## config.mk

```make
export PLATFORM = sky130hd
export DESIGN_NAME = snes_joy_serializer
export DESIGN_NICKNAME = d
export VERILOG_FILES = /design/src/rtl/snes_joy_serializer.sv
export SDC_FILE = /design/constraint.sdc
export NUM_CORES = 1
export LEC_CHECK = 0
export ABC_AREA = 1
export BUFFER_PORTS_ARGS = -buffer_cell sky130_fd_sc_hd__buf_2
export CAP_MARGIN = 20
export CORE_MARGIN = 4
export CORE_UTILIZATION = 55
export CTS_BUF_LIST = sky130_fd_sc_hd__clkbuf_2
export CTS_CLUSTER_DIAMETER = 80
export DETAILED_ROUTE_END_ITERATION = 8
export PLACE_DENSITY = 0.75
export SLEW_MARGIN = 20
export SYNTH_ARGS = -nofsm -noshare
export SYNTH_HDL_FRONTEND = slang
export SYNTH_SLANG_ARGS = --single-unit
```

## constraint.sdc

```tcl
create_clock -name clk -period 2.1 [get_ports clk]
set_clock_uncertainty 0.05 [all_clocks]
set_input_delay 0.315 -clock clk [delete_from_list [all_inputs] [get_ports clk]]
set_output_delay 0.315 -clock clk [all_outputs]
set_load 0.02 [all_outputs]
```

## src/rtl/snes_joy_serializer.sv

```systemverilog
// SNES controller-port emulator: parallel button vectors -> per-port serial JOY_DI streams.
// Optional autofire enabled by defining JOY_TURBO_EN (adds turbo_mask / turbo_rate ports).
module snes_joy_serializer #(
  parameter int unsigned NUM_PORTS  = 2,
  parameter int unsigned SHIFT_BITS = 16,
  parameter logic        FILL_BIT   = 1'b0
) (
  input  logic                            clk,
  input  logic                            reset,
  input  logic [NUM_PORTS*SHIFT_BITS-1:0] buttons,
  input  logic                            joy_strb,
  input  logic [NUM_PORTS-1:0]            joy_clk,
`ifdef JOY_TURBO_EN
  input  logic [NUM_PORTS*SHIFT_BITS-1:0] turbo_mask,
  input  logic [3:0]                      turbo_rate,
`endif
  output logic [2*NUM_PORTS-1:0]          joy_di,
  output logic                            latch_pulse
);

  localparam int unsigned NB = NUM_PORTS * SHIFT_BITS;
  localparam int unsigned CW = $clog2(SHIFT_BITS + 1);
  localparam logic [CW-1:0] CNT_MAX = CW'(SHIFT_BITS);

  logic [NB-1:0]        sync1;
  logic [NB-1:0]        sync2;
  logic [NB-1:0]        load_val;
  logic [NUM_PORTS-1:0] clk_last;
  logic [NUM_PORTS-1:0] edge_det;
  logic                 strb_last;

  always_ff @(posedge clk) begin
    if (reset) begin
      sync1       <= '0;
      sync2       <= '0;
      clk_last    <= '0;
      strb_last   <= 1'b0;
      latch_pulse <= 1'b0;
    end else begin
      sync1       <= buttons;
      sync2       <= sync1;
      clk_last    <= joy_clk;
      strb_last   <= joy_strb;
      latch_pulse <= strb_last & ~joy_strb;
    end
  end

  assign edge_det = joy_clk & ~clk_last;

`ifdef JOY_TURBO_EN
  logic [3:0] turbo_cnt;
  logic       turbo_phase;

  // Counter holding turbo_rate means this strobe is the (turbo_rate+1)th.
  always_ff @(posedge clk) begin
    if (reset) begin
      turbo_cnt   <= '0;
      turbo_phase <= 1'b0;
    end else if (joy_strb && !strb_last) begin
      if (turbo_cnt == turbo_rate) begin
        turbo_cnt   <= '0;
        turbo_phase <= ~turbo_phase;
      end else begin
        turbo_cnt <= turbo_cnt + 4'd1;
      end
    end
  end

  assign load_val = ~sync2 | (turbo_phase ? turbo_mask : '0);
`else
  assign load_val = ~sync2;
`endif

  for (genvar p = 0; p < NUM_PORTS; p++) begin : g_port
    logic [SHIFT_BITS-1:0] sreg;
    logic [CW-1:0]         cnt;

    // Strobe has priority over a coincident clock edge.
    always_ff @(posedge clk) begin
      if (reset) begin
        sreg <= '1;
        cnt  <= '0;
      end else if (joy_strb) begin
        sreg <= load_val[p*SHIFT_BITS +: SHIFT_BITS];
        cnt  <= '0;
      end else if (edge_det[p] && (cnt != CNT_MAX)) begin
        sreg <= {FILL_BIT, sreg[SHIFT_BITS-1:1]};
        cnt  <= cnt + 1'b1;
      end
    end

    assign joy_di[2*p]   = sreg[0];
    assign joy_di[2*p+1] = 1'b1;
  end

endmodule

```

; Word-level counts from Yosys, hierarchy flattened
; Cells that the tools add are included.
[word_totals]
input_bits = 37
out_inout_bits = 5
regBits = 110
elab_cells = 27
[classes]
reduce_logical = 5
eq_ne = 2
n_bitwise = 5
addsub = 2
muxes = 4
[ops]
columns = cell, n
row1 = $mux W16, 4
row2 = $not A32 Y32, 1
row3 = $add A5 B1 Y5 const B, 2
row4 = $ne A5 B5 Y1 const B, 2
row5 = $reduce_bool A2 Y1, 2
row6 = $and A2 B2 Y2, 1
row7 = $logic_and A1 B1 Y1, 2
row8 = $not A2 Y2, 1
row9 = $reduce_or A2 Y1, 1
row10 = $and A1 B1 Y1, 1
row11 = $not A1 Y1, 1

; Logic depth before layout (Yosys ltp)
[logic_depth]
depth_word = 5
mapped_depth = 10

; Worst setup path after synthesis
; Ideal clock, no wire load.
[synth_path]
kind = register -> register
from = register g_port[0].cnt[0]
to = register g_port[0].sreg[10]
t_arrival_ps = 1217
slack_ps = 708
setup_time_ps = 126
stages_incl_launch_ff = 11
path_buffers = 2
required_time_ps = 1924
cell_sequence = dfxtp_1 inv_1 ha_1 nand2_1 inv_1 nand2_4 nand2_4 buf_8 buf_12 nand3_2 nand3_2
[synth_via]
elab_chain_cells = 3
[synth_lines]
columns = element, line
row1 = start: declaration, 76  ; logic [CW-1:0] cnt;
row2 = start signal: assignment, 88  ; cnt <= cnt + 1'b1;
row3 = $ne A5 B5 Y1, 86  ; end else if (edge_det[p] && (cnt != CNT_MAX)) begin
row4 = $logic_and A1 B1 Y1, 86
row5 = $reduce_bool A2 Y1 (no source line), n/a
row6 = end signal: assignment, 84  ; sreg <= load_val[p*SHIFT_BITS +: SHIFT_BITS];
row7 = end signal: assignment, 87  ; sreg <= {FILL_BIT, sreg[SHIFT_BITS-1:1]};
row8 = end: declaration, 75  ; logic [SHIFT_BITS-1:0] sreg;
; No other way between the ends.
; A chain may end at the register's enable or synchronous reset.

; Final worst setup path
; Same ends and word-level chain as after synthesis.

==> results.yml <==
global_routing:
  grtUsageMet2: 0.3099
  grt_use_total: 0.1761
  antenna_found_initial: 0
  grt_pass1_wl_um: 12880
  grt_pass1_vias: 3017
  grt_overflow: 0
  use_met3: 0.05112
  busiest_layer: "met2"
  grt_max_degree: 39
  gr-usage-met1: 0.2070
yosys:
  ys_seq_area_frac: 0.5127
  ys_seq_elements: 110
  syn_inst: 525
  netlist_area_um2: 4295
  synth_cell_types: 23
  yosys_warnings: 0
  synth.avg_cell_area_um2: 8.182
clocking:
  tritoncts: "built"
  cts_buffer_depth: 2
  htreeDepth: 3
  root_buffer: "clkbuf_2"
  cts-buffers-inserted: 9
  clk_latency_ps: 580
  clkSlewWorstSetupHoldPaths_ps: 310
  cts_sinks: 110
setup_path:
  rrSetupSlack_ps: 370
  arrival_ps: 2160
  cp_slowest_stage_delay_ps: 410
  setup.worst_path.start: "g_port[0].cnt[0]"
  critPathKind: "reg2reg"
  crit_family: "simple AND/OR/NAND/NOR gates"
  required_ps: 2530
  path_cells: "inv_1 > ha_1 > nand2_1 > inv_1 > nand2_4 > nand2_4 > nand2_2 > nand2_1 > nand3_2"
  crit_slowest_cell: "dfxtp_1"
  reg2reg_from: "g_port[0].cnt[0]"
  r2r-end: "g_port[0].sreg[10]"
  critPathMaxFanout: 20
  crit_buf_inv: 2
  crit_path_end_kind: "flip-flop"
  cp-start-kind: "flip-flop"
  r2r_cells: 9
finish:
  fin_util: 0.6622
  fin_cells: 692
  fillers: 591
  syn2layout_area_growth_pct: 14.22
  multiInputGateArea_um2: 1534
  drive_gt1_frac: 0.1821
  fin_area_um2: 4906
  num_antenna_cells: 0
  seqCellArea_um2: 2202
  nets: 629
timing:
  fmax_mhz: 579.0
  tns_ps: 0
  fin_crit_sh: 0.8225
  timing.final.max_slew_violations: 0
  period_needed_ps: 1727
  setup_viol: 0
  rsz0062_at_grt: "false"
  hold_viol: 0
worst_hold_path:
  hold_start: "sync1[19]"
  min_to: "sync2[19]"
  min_path_cells: 2
  min_path_type: "reg2reg"
detailed_routing:
  antenna_left: 0
  drt-total-wl_um: 7362
  first_pass_iters: 4
  drcViolationCount: 0
  viasPerCell: 4.627
  wl_per_cell_um: 10.64
  drt_iter0_markers: 151
  vias: 3202
placed_design:
  placed_cells: 640
  dp_hpwl_um: 4484
  place_area_um2: 4434
  gp_congestion: 0.7205
  port_buffers: 39
pwr:
  irDropWorstVdd_mv: 0.4658
  p_leak_nw: 2.345
  power.total_mw: 3.562
  powerDensity_nw_per_um2: 726.0
floorplanning:
  dieArea_um2: 9287
  start_util: 0.5798
  fp.dieH_um: 96.37
  ioPinCount: 42
  row_count: 31
  die_w_um: 96.37
  coreArea_um2: 7408
run_status:
  outcome: "complete, no violations"
run:
  maxCapViolations: 0
## cells in the final DEF, fill, tap and decap left out, drive strengths merged
cell type    count
dfxtp          110
nand2           99
inv             89
nor2            81
nand3           72
buf             46
dlygate4sd3     36
o21ai           30
clkbuf           9
a21oi            6
clkinv           5
nand4            4
ha               4
conb             2
## metrics by stage
step | hold WS, ps | setup slack (ps)
after CTS | 325.8 | 386.7
final | 369.1 | 372.7
after global routing | 310.2 | 181.4
after detailed placement | 342.1 | 406.5
after global placement | 339.2 | 444.0
after floorplan | 338.3 | 707.6
## routing by layer
layer  wire, um  part of all wire  up-vias
met5          0                 0        -
met4         84             0.011        0
met2       3721              0.51       47
met1       3267              0.44     1440
met3        289             0.039        6
li1           -                 -     1709
## cells in the mapped netlist
cell type / number / share of area
nor2_4: 2 / 0.0052
buf_8: 2 / 0.0070
nor2_2: 2 / 0.0029
buf_2: 10 / 0.012
inv_1: 86 / 0.075
buf_4: 8 / 0.014
nand4_1: 4 / 0.0058
nand2_1: 93 / 0.081
nand2_4: 4 / 0.010
clkbuf_1: 6 / 0.0052
nand3_2: 36 / 0.084
o21ai_0: 25 / 0.029
dfxtp_1: 110 / 0.51
nand2_2: 2 / 0.0029
conb_1: 1 / 0.00087
buf_6: 3 / 0.0079
o21ai_1: 5 / 0.0058
a21oi_1: 6 / 0.0070
buf_12: 2 / 0.0093
nor2_1: 77 / 0.067
nand3_1: 36 / 0.042
ha_1: 4 / 0.012
inv_2: 1 / 0.00087
## area by class of cell
cell class	instances	share of cell area
sequential	110	0.4489
multi-input combinational	298	0.3127
timing repair buffer	82	0.1239
inverter	87	0.06656
tap	99	0.02525
clock inverter	7	0.01352
clock buffer	9	0.009181
## report_power, final
part           internal [mW]  switching, mW  total, mW
combinational          0.181          0.232      0.414
sequential              2.21         0.0490       2.26
clock                  0.185          0.704      0.889
total                   2.58          0.986       3.56
## worst reg2reg max path, cell delays in order (launching register included)
cell and delay, ps:
dfxtp_1 410, inv_1 80, ha_1 140, nand2_1 50, inv_1 90, nand2_4 90
nand2_4 240, nand2_2 260, nand2_1 170, nand3_2 70
## repair_timing
| item | CTS | global route |
|---|---|---|
| endpoints found under the hold margin | 39 | 0 |
| buffers inserted | 0 | 0 |
| resized for setup | 0 | 0 |
| hold buffers | 36 | 0 |
## state kept, by name (all words and copies together) (netlist names)
name         count
clk_last         2
g_port.cnt      10
g_port.sreg     32
latch_pulse      1
strb_last        1
sync1           32
sync2           32
## how the worst max path moves through the flow
stage / to / depth (start not counted)
after detailed placement: g_port[1].sreg[14] / 9
after global placement: g_port[1].sreg[10] / 9
after global routing: g_port[1].sreg[12] / 9
after floorplan: g_port[0].sreg[10] / 10
final: g_port[0].sreg[10] / 9
after CTS: g_port[1].sreg[12] / 9
## logic make-up (layout without fill, tap and decap cells)
kind of cell               after synthesis  count (layout)  share of synthesized area
AOI/OAI and AO/OA                       36              36                    0.04195
adders and majority gates                4               4                    0.01165
and+or+nand+nor                        256             256                     0.3018
DFF                                    110             110                     0.5127
other                                    1               2                  0.0008730
buffers and inverters                  118             185                     0.1311
(Power assumes the default switching activity.)
